==> src/rtl/stopwatch_alarm_timer.sv <==
// mm:ss.cc stopwatch / countdown timer with sticky alarm and lap freeze.
// Cascaded BCD counter drives six active-low seven-segment displays.
module stopwatch_alarm_timer #(
  parameter int CLK_DIV   = 500000,
  parameter int BLINK_DIV = 50
) (
  input  logic        clk,
  input  logic        rst,
  input  logic        start_stop,
  input  logic        lap,
  input  logic        clear,
  input  logic        load,
  input  logic [23:0] load_digits,
  input  logic        count_down,
  input  logic        alarm_en,
  input  logic [23:0] alarm_digits,
  input  logic        alarm_ack,
  output logic [23:0] digits,
  output logic        running,
  output logic        frozen,
  output logic        alarm,
  output logic [7:0]  hex5,
  output logic [7:0]  hex4,
  output logic [7:0]  hex3,
  output logic [7:0]  hex2,
  output logic [7:0]  hex1,
  output logic [7:0]  hex0
);

  localparam int PW = (CLK_DIV > 2) ? $clog2(CLK_DIV) : 1;
  localparam int BW = (BLINK_DIV > 2) ? $clog2(BLINK_DIV) : 1;
  localparam logic [PW-1:0] PMAX = PW'(CLK_DIV - 1);
  localparam logic [BW-1:0] BMAX = BW'(BLINK_DIV - 1);
  localparam logic [23:0] DMAX = 24'h995999;

  logic [PW-1:0] r_presc;
  logic [23:0]   r_digits;
  logic [23:0]   r_snap;
  logic          r_running;
  logic          r_frozen;
  logic          r_alarm;
  logic [BW-1:0] r_blink_cnt;
  logic          r_blink_off;
  logic [7:0]    r_hex [6];

  logic          w_tick;
  logic          w_count;
  logic          w_load_act;
  logic          w_zero;
  logic          w_at_max;
  logic          w_alarm_set;
  logic          w_blank;
  logic [23:0]   w_up;
  logic [23:0]   w_dn;
  logic [23:0]   w_load;
  logic [23:0]   w_src;

  // Largest legal value of digit i; d3 is the seconds tens digit.
  function automatic logic [3:0] dig_max(input int i);
    return (i == 3) ? 4'd5 : 4'd9;
  endfunction

  // Active-low segments g..a for one BCD digit.
  function automatic logic [6:0] seg7(input logic [3:0] d);
    logic [6:0] s;
    case (d)
      4'd0:    s = 7'h40;
      4'd1:    s = 7'h79;
      4'd2:    s = 7'h24;
      4'd3:    s = 7'h30;
      4'd4:    s = 7'h19;
      4'd5:    s = 7'h12;
      4'd6:    s = 7'h02;
      4'd7:    s = 7'h78;
      4'd8:    s = 7'h00;
      4'd9:    s = 7'h10;
      default: s = 7'h7F;
    endcase
    return s;
  endfunction

  assign w_tick     = (r_presc == PMAX);
  assign w_zero     = (r_digits == 24'h0);
  assign w_at_max   = (r_digits == DMAX);
  assign w_load_act = load & ~r_running & ~clear;
  assign w_count    = r_running & w_tick & ~clear & ~start_stop;

  // Mixed-radix increment, decrement and load clamp of the digit chain.
  always_comb begin
    logic cy;
    logic bw;
    w_up   = r_digits;
    w_dn   = r_digits;
    w_load = load_digits;
    cy     = 1'b1;
    bw     = 1'b1;
    for (int i = 0; i < 6; i++) begin
      if (cy) begin
        if (r_digits[4*i +: 4] >= dig_max(i)) begin
          w_up[4*i +: 4] = 4'd0;
        end else begin
          w_up[4*i +: 4] = r_digits[4*i +: 4] + 4'd1;
          cy = 1'b0;
        end
      end
      if (bw) begin
        if (r_digits[4*i +: 4] == 4'd0) begin
          w_dn[4*i +: 4] = dig_max(i);
        end else begin
          w_dn[4*i +: 4] = r_digits[4*i +: 4] - 4'd1;
          bw = 1'b0;
        end
      end
      if (load_digits[4*i +: 4] > dig_max(i))
        w_load[4*i +: 4] = dig_max(i);
    end
  end

  // Alarm fires when a down count lands on (or sits at) zero, or an up
  // count steps onto the compare value.
  always_comb begin
    w_alarm_set = 1'b0;
    if (w_count && alarm_en) begin
      if (count_down)
        w_alarm_set = w_zero | (w_dn == 24'h0);
      else
        w_alarm_set = ~w_at_max & (w_up == alarm_digits);
    end
  end

  // Free-running centisecond prescaler.
  always_ff @(posedge clk or posedge rst) begin
    if (rst)
      r_presc <= '0;
    else if (w_tick)
      r_presc <= '0;
    else
      r_presc <= r_presc + 1'b1;
  end

  // Count register and run flag: clear > load > start_stop > tick.
  always_ff @(posedge clk or posedge rst) begin
    if (rst) begin
      r_digits  <= '0;
      r_running <= 1'b0;
    end else if (clear) begin
      r_digits  <= '0;
      r_running <= 1'b0;
    end else if (w_load_act) begin
      r_digits  <= w_load;
    end else if (start_stop) begin
      r_running <= ~r_running;
    end else if (w_count) begin
      if (count_down) begin
        if (w_zero) begin
          r_running <= 1'b0;
        end else begin
          r_digits <= w_dn;
          if (w_dn == 24'h0)
            r_running <= 1'b0;
        end
      end else begin
        if (w_at_max)
          r_running <= 1'b0;
        else
          r_digits <= w_up;
      end
    end
  end

  // Lap freeze toggle with snapshot of the live count.
  always_ff @(posedge clk or posedge rst) begin
    if (rst) begin
      r_frozen <= 1'b0;
      r_snap   <= '0;
    end else if (clear) begin
      r_frozen <= 1'b0;
    end else if (lap && r_running) begin
      r_frozen <= ~r_frozen;
      if (!r_frozen)
        r_snap <= r_digits;
    end
  end

  // Sticky alarm; a new set wins over a same-cycle acknowledge.
  always_ff @(posedge clk or posedge rst) begin
    if (rst)
      r_alarm <= 1'b0;
    else if (clear)
      r_alarm <= 1'b0;
    else if (w_alarm_set)
      r_alarm <= 1'b1;
    else if (alarm_ack)
      r_alarm <= 1'b0;
  end

  // Blink phase: held at "on" while idle, toggles every BLINK_DIV ticks.
  always_ff @(posedge clk or posedge rst) begin
    if (rst) begin
      r_blink_cnt <= '0;
      r_blink_off <= 1'b0;
    end else if (!r_alarm || w_load_act) begin
      r_blink_cnt <= '0;
      r_blink_off <= 1'b0;
    end else if (w_tick) begin
      if (r_blink_cnt == BMAX) begin
        r_blink_cnt <= '0;
        r_blink_off <= ~r_blink_off;
      end else begin
        r_blink_cnt <= r_blink_cnt + 1'b1;
      end
    end
  end

  assign w_src   = r_frozen ? r_snap : r_digits;
  assign w_blank = r_alarm & r_blink_off;

  // Registered segment drive; dp lit after minutes and seconds.
  always_ff @(posedge clk or posedge rst) begin
    if (rst) begin
      for (int i = 0; i < 6; i++)
        r_hex[i] <= (i == 2 || i == 4) ? 8'h40 : 8'hC0;
    end else begin
      for (int i = 0; i < 6; i++) begin
        if (w_blank)
          r_hex[i] <= 8'hFF;
        else
          r_hex[i] <= {~(i == 2 || i == 4), seg7(w_src[4*i +: 4])};
      end
    end
  end

  assign digits  = r_digits;
  assign running = r_running;
  assign frozen  = r_frozen;
  assign alarm   = r_alarm;
  assign hex0    = r_hex[0];
  assign hex1    = r_hex[1];
  assign hex2    = r_hex[2];
  assign hex3    = r_hex[3];
  assign hex4    = r_hex[4];
  assign hex5    = r_hex[5];

endmodule
==> config.mk <==
export PLATFORM = sky130hd
export DESIGN_NAME = stopwatch_alarm_timer
export DESIGN_NICKNAME = d
export VERILOG_FILES = /design/src/rtl/stopwatch_alarm_timer.sv
export SDC_FILE = /design/constraint.sdc
export NUM_CORES = 1
export LEC_CHECK = 0
export ABC_AREA = 1
export CAP_MARGIN = 25
export CORE_ASPECT_RATIO = 0.6
export CORE_MARGIN = 1.5
export CORE_UTILIZATION = 40
export DETAILED_ROUTE_END_ITERATION = 6
export GPL_ROUTABILITY_DRIVEN = 0
export PLACE_DENSITY = 0.61
export SYNTH_ARGS = -nofsm -noshare
export SYNTH_HDL_FRONTEND = slang
export SYNTH_SLANG_ARGS = --single-unit
==> constraint.sdc <==
create_clock -name clk -period 5.1 [get_ports clk]
set_clock_uncertainty 0.05 [all_clocks]
set_input_delay 0.765 -clock clk [delete_from_list [all_inputs] [get_ports clk]]
set_output_delay 0.765 -clock clk [all_outputs]
set_load 0.03 [all_outputs]
**After elaboration in Yosys (flattened, before gate mapping)**

Memory sizes are Yosys's and may differ from the RTL's.
Cells that the tools add are included.

- Register bits: 125
- Bits in read-only memories: 672
- Input port bits: 57
- Logic and storage cells: 174
- Memories: 6

- Add/subtract/negate cells: 14
- $lt $le $gt $ge: 12
- Equality and inequality tests: 9
- Mux-type cells: 82
- Bitwise gates (word level): 14
- Reduce and logical (&&, ||, !) cells: 23

Memories:

| memory | depth | bits a word | rd ports | clocked after Yosys merged registers in | write ports | RTL line | source |
|---|---|---|---|---|---|---|---|
| (name not given) | 16 | 7 | 1 | 0 | 0 | 66 | `case (d)` |
| (name not given) | 16 | 7 | 1 | 0 | 0 | 66 |  |
| (name not given) | 16 | 7 | 1 | 0 | 0 | 66 |  |
| (name not given) | 16 | 7 | 1 | 0 | 0 | 66 |  |
| (name not given) | 16 | 7 | 1 | 0 | 0 | 66 |  |
| (name not given) | 16 | 7 | 1 | 0 | 0 | 66 |  |

Operator list:

| cell | number |
|---|---|
| $mux W24 | 8 |
| $mux W4 | 28 |
| $logic_not A24 Y1 | 2 |
| $mux W1 | 36 |
| $mux W7 | 4 |
| $add A4 B1 Y4 const B | 6 |
| $eq A24 B24 Y1 | 1 |
| $eq A24 B24 Y1 const B | 1 |
| $logic_not A4 Y1 | 6 |
| $sub A4 B1 Y4 const B | 6 |
| $ge A4 B4 Y1 const B | 5 |
| $gt A4 B4 Y1 const B | 5 |
| $add A19 B1 Y19 const B | 1 |
| $eq A19 B19 Y1 const B | 1 |
| $mux W19 | 1 |
| $mux W6 | 3 |
| $mux W8 | 2 |
| $reduce_bool A3 Y1 | 3 |
| $ne A4 B4 Y1 const B | 2 |
| $reduce_and A4 Y1 | 2 |
| $and A1 B1 Y1 | 7 |
| $add A6 B1 Y6 const B | 1 |
| $eq A6 B6 Y1 const B | 1 |
| $not A1 Y1 | 6 |
| 12 further kinds | 16 |

**Logic depth before layout (Yosys ltp)**

- Depth after elaboration: 15
- Gate-level depth with buffers: 19
- Depth with buffers taken out: 19

**Worst setup path after synthesis**

OpenSTA, ideal clock, no wires.

- Path type: flip-flop to flip-flop
- From: register r_digits[0] (netlist: digits[0])
- To: register r_digits[10] (netlist: digits[10])
- Library setup time: 0.128 ns
- Arrival: 2.298 ns
- Data required time: 4.922 ns
- Slack: 2.624 ns
- Stages on the path, launching flop included: 15
- Cells stage by stage: dfrtp_1 -> inv_1 -> ha_1 -> nand2_2 -> nor2_4 -> nand2_4 -> nor2_8 -> nand2_4 -> nor2_8 -> nand2_2 -> o21ai_1 -> nand2_1 -> nand2_2 -> buf_4 -> o22ai_2

- Longest elaborated chain between the ends: 10
- Elaborated cells between the ends (all ways): 20

RTL lines:

| item | RTL line | source |
|---|---|---|
| start, declared | 37 | `logic [23:0] r_digits;` |
| start signal, assigned | 150 | `r_digits <= w_load;` |
| start signal, assigned | 158 | `r_digits <= w_dn;` |
| start signal, assigned | 166 | `r_digits <= w_up;` |
| $ge A4 B4 Y1 or $logic_not A4 Y1 (tied branches) | 99, 107 |  |
| $mux W1 (on tied branches) | 99, 107 |  |
| $mux W1 (on tied branches) | 98, 106 |  |
| $mux W4 (on tied branches) | 98, 106 |  |
| $mux W24 (on tied branches) | 163, 155 |  |
| $mux W24 | 154 | `if (count_down) begin` |
| $mux W24 | 153 | `end else if (w_count) begin` |
| $mux W24 | 151 | `end else if (start_stop) begin` |
| $mux W24 | 149 | `end else if (w_load_act) begin` |
| $mux W24 | 146 | `end else if (clear) begin` |

Several ways; a longest one is shown, not always the timed one. The select of a mux whose other input is x is not followed.
A chain may end at the register's enable or synchronous reset.

**Worst setup path in the final report**

- From: register r_frozen (netlist: frozen)
- To: register r_hex (netlist bit hex0[5])

- Longest elaborated chain between the ends: 3

RTL lines:

| item | RTL line | source |
|---|---|---|
| start, declared | 40 | `logic r_frozen;` |
| start signal, assigned | 179 | `r_frozen <= ~r_frozen;` |
| $mux W24 | n/a |  |
| via w_src[1] | 56 | `logic [23:0] w_src;` |
| $mem_v2 Z16 W7 | n/a |  |
| $mux W7 | 225 | `if (w_blank)` |
| end signal, assigned by index | 222 | `r_hex[i] <= (i == 2 \|\| i == 4) ? 8'h40 : 8'hC0;` |
| end signal, assigned by index | 228 | `r_hex[i] <= {~(i == 2 \|\| i == 4), seg7(w_src[4*i +: 4])};` |
| end, declared | 44 | `logic [7:0] r_hex [6];` |

The timed path passes the listed nets, and every way through them passes these cells.

==> impl_metrics.json <==
{
  "slowest_stage": "dfrtp_1",
  "hold_path.class": "reg2reg",
  "final.setup.tns_ns": 0,
  "r2r_end": "hex0[5]$_DFF_PP0_",
  "clock_latency_ns": 0.43,
  "finalCritPeriodShare_pct": 65.7,
  "synth_area_um2": 8760,
  "finalMaxSlewViolations": 0,
  "syn2layout_area_growth_pct": 23.6,
  "cp-start-kind": "flip-flop",
  "synth_top_cell_by_area": "dfrtp_1",
  "setup_viol": 0,
  "antenna_found_initial": 0,
  "vias": 8596,
  "max-vdd-ir-drop_mv": 0.213,
  "rows": 41,
  "required_ns": 5.35,
  "ys_warn_count": 0,
  "final_antenna_net_count": 0,
  "grt_first_pass_wirelength_um": 43800,
  "final_nets": 1445,
  "cts_setup_buffers": 0,
  "final_util_pct": 51.0,
  "drt-pass1-iter-count": 7,
  "die_y_um": 118,
  "violations": "DRC",
  "r2r_slack_ns": 1.75,
  "powerDensity_nw_per_um2": 406,
  "num-fill-cells": 2088,
  "die_w_um": 194,
  "r2r_cells": 8,
  "maxSlewHeadroom_pct": 34.8,
  "cts.path.max_buffers": 2,
  "drt-initial-drc-count": 767,
  "coreArea_um2": 21200,
  "arrival_ns": 3.61,
  "wl_per_cell_um": 17.0,
  "ys_seq_area_share_pct": 34.4,
  "ctsResizeCount": 0,
  "p_leak_nw": 5.36,
  "cp_max_fo": 26,
  "crit_path_cell_trace": "inv_1 -> or2_2 -> o21ai_0 -> inv_1 -> ha_1 -> or2_2 -> nand3_1 -> nand2_1",
  "worstHoldEndpoint": "r_snap[7]$_DFFE_PP0P_",
  "port_buffers": 127,
  "grt_pass1_vias": 7811,
  "critPathKind": "reg2reg",
  "yosys-top-cells-area": "dfrtp_1, nand2_1, ha_1, o21ai_0, inv_1",
  "maxCapViolations": 0,
  "cts_max_level": 4,
  "routed_wl_um": 27600,
  "synth.avg_cell_area_um2": 7.21,
  "worst_pin_slew_ns": 0.967,
  "cp-end-kind": "flip-flop",
  "grt_start_max_net_pins": 63,
  "max_freq_ghz": 0.298,
  "hold_viol": 0,
  "status": "finished, violations left",
  "critPathMaxStageDelay_ns": 0.92,
  "ios": 132,
  "hp-start": "r_snap[7]$_DFFE_PP0P_",
  "drc_errors": 7,
  "ctsHoldBuffers": 0,
  "cts_made_buffers": 17,
  "path_clk_slew_ns": 0.06,
  "grt_usage_pct": 24.6,
  "dp_hpwl_um": 20900,
  "tritoncts": "done",
  "die_area_um2": 22800,
  "synth_seq_cells": 120,
  "synth_cells": 1214,
  "grt_overflow": 0,
  "synth_top_area_share_pct": 32.6,
  "root_buffer": "clkbuf_16",
  "r2r_start": "frozen$_DFFE_PP0P_",
  "drive_gt1_share_pct": 10.4,
  "start_util_pct": 41.2,
  "clock_sinks": 120,
  "synth_cell_type_count": 56,
  "fin_crit_ns": 3.35,
  "holdPathStages": 2,
  "post_drt_via_cell_ratio": 5.28,
  "antenna-diode-count": 0,
  "rsz0062_at_grt": "false"
}
## metrics by stage
stage               area [um2]  power (mW)  hold slack [ns]  instances  setup WS [ns]
floorplan                 8770        2.51            0.382       1217           1.11
global placement         10200        3.16            0.407       1595           1.72
detailed placement       10200        3.16            0.410       1595           1.67
CTS                      10800        4.40            0.430       1627           1.76
global route             10800        4.67            0.448       1627           1.45
finish                   10800        4.39            0.428       1627           1.75
## worst max-delay path, delay by kind of cell (launching register included)
kind | cells | cell delay [ns]
AOI/OAI and AO/OA | 1 | 0.37
adders and majority gates | 1 | 0.22
DFF | 1 | 0.92
buffers and inverters | 2 | 0.74
and+or+nand+nor | 4 | 0.90
## layout by cell type (no fill, tap or decap), types with 9 or more instances in the layout
cell and instances:
a21oi_1 52, dfrtp_1 114, nand4_1 23, o21ai_1 10
ha_1 53, nor3_1 13, nand3b_1 14, o21ai_0 121
clkdlybuf4s50_1 127, o22ai_2 10, nand2_1 294, nand3_1 88
nor2_1 107, inv_1 140, clkbuf_16 17, nand2_2 9
o21ai_2 12, or2_2 33
## how the worst max path moves through the flow
stage,start,end,slack (ns)
2_1_floorplan,rst,alarm$_DFFE_PP0P_,1.11
3_3_place_gp,clear,r_blink_cnt[4]$_DFFE_PP0P_,1.72
3_5_place_dp,clear,r_blink_cnt[4]$_DFFE_PP0P_,1.67
4_1_cts,frozen$_DFFE_PP0P_,hex0[5]$_DFF_PP0_,1.76
5_1_grt,frozen$_DFFE_PP0P_,hex0[5]$_DFF_PP0_,1.45
6_report,frozen$_DFFE_PP0P_,hex0[5]$_DFF_PP0_,1.75
## power breakdown
| group | internal (mW) | total, mW | switching (mW) |
|---|---|---|---|
| logic | 0.663 | 1.85 | 1.19 |
| registers | 1.18 | 1.33 | 0.151 |
| clock network | 0.736 | 1.22 | 0.482 |
| total | 2.58 | 4.39 | 1.82 |
## area by class of cell
| class | instances | area [um2] | share of cell area [%] |
|---|---|---|---|
| multi-input combinational | 910 | 4960 | 45.8 |
| sequential | 120 | 3010 | 27.8 |
| timing repair buffer | 135 | 1340 | 12.4 |
| inverter | 151 | 574 | 5.30 |
| clock buffer | 19 | 443 | 4.09 |
| tap | 279 | 349 | 3.22 |
| clock inverter | 13 | 148 | 1.36 |
## synth_stat cells, drive strengths merged
library cell,count
nand2,307
inv,150
o21ai,143
nor2,115
dfrtp,114
nand3,93
ha,53
a21oi,52
or2,35
nand4,23
clkbuf,20
buf,16
nor3,16
o22ai,16
nand3b,14
xor2,7
dfstp,6
o211ai,5
a31oi,4
a32oi,3
nor4,3
xnor2,3
a211oi,2
o221ai,2
a21o,1
a22oi,1
a32o,1
and3,1
clkinv,1
conb,1
nor3b,1
o2111ai,1
o21a,1
o311ai,1
o31ai,1
o32ai,1
## kinds of logic after synthesis
kind of cell | share of synthesized area (%)
other | 0.0428
adder cells (fa/ha/maj) | 7.57
flip-flops | 34.4
XOR/XNOR | 1.00
buffers and inverters | 9.12
AO/OA/AOI/OAI | 15.7
AND/OR/NAND/NOR | 32.2
## flip-flops by register name, indices dropped and copies added (netlist names), 6 cells and up
register / count
r_snap: 24
hex0: 7
r_presc: 19
hex3: 7
hex1: 7
r_blink_cnt: 6
hex5: 7
digits: 24
hex2: 8
hex4: 7
## metal layers
layer | GRT usage, % | share of wire (%) | vias up
met5 | 0 | 0 | -
met4 | 7.37 | 1.7 | 0
met3 | 8.08 | 10 | 34
met2 | 31.5 | 38 | 376
met1 | 37.8 | 51 | 3966
li1 | - | - | 4220
No activity file was read; power rests on OpenSTA's default activity.
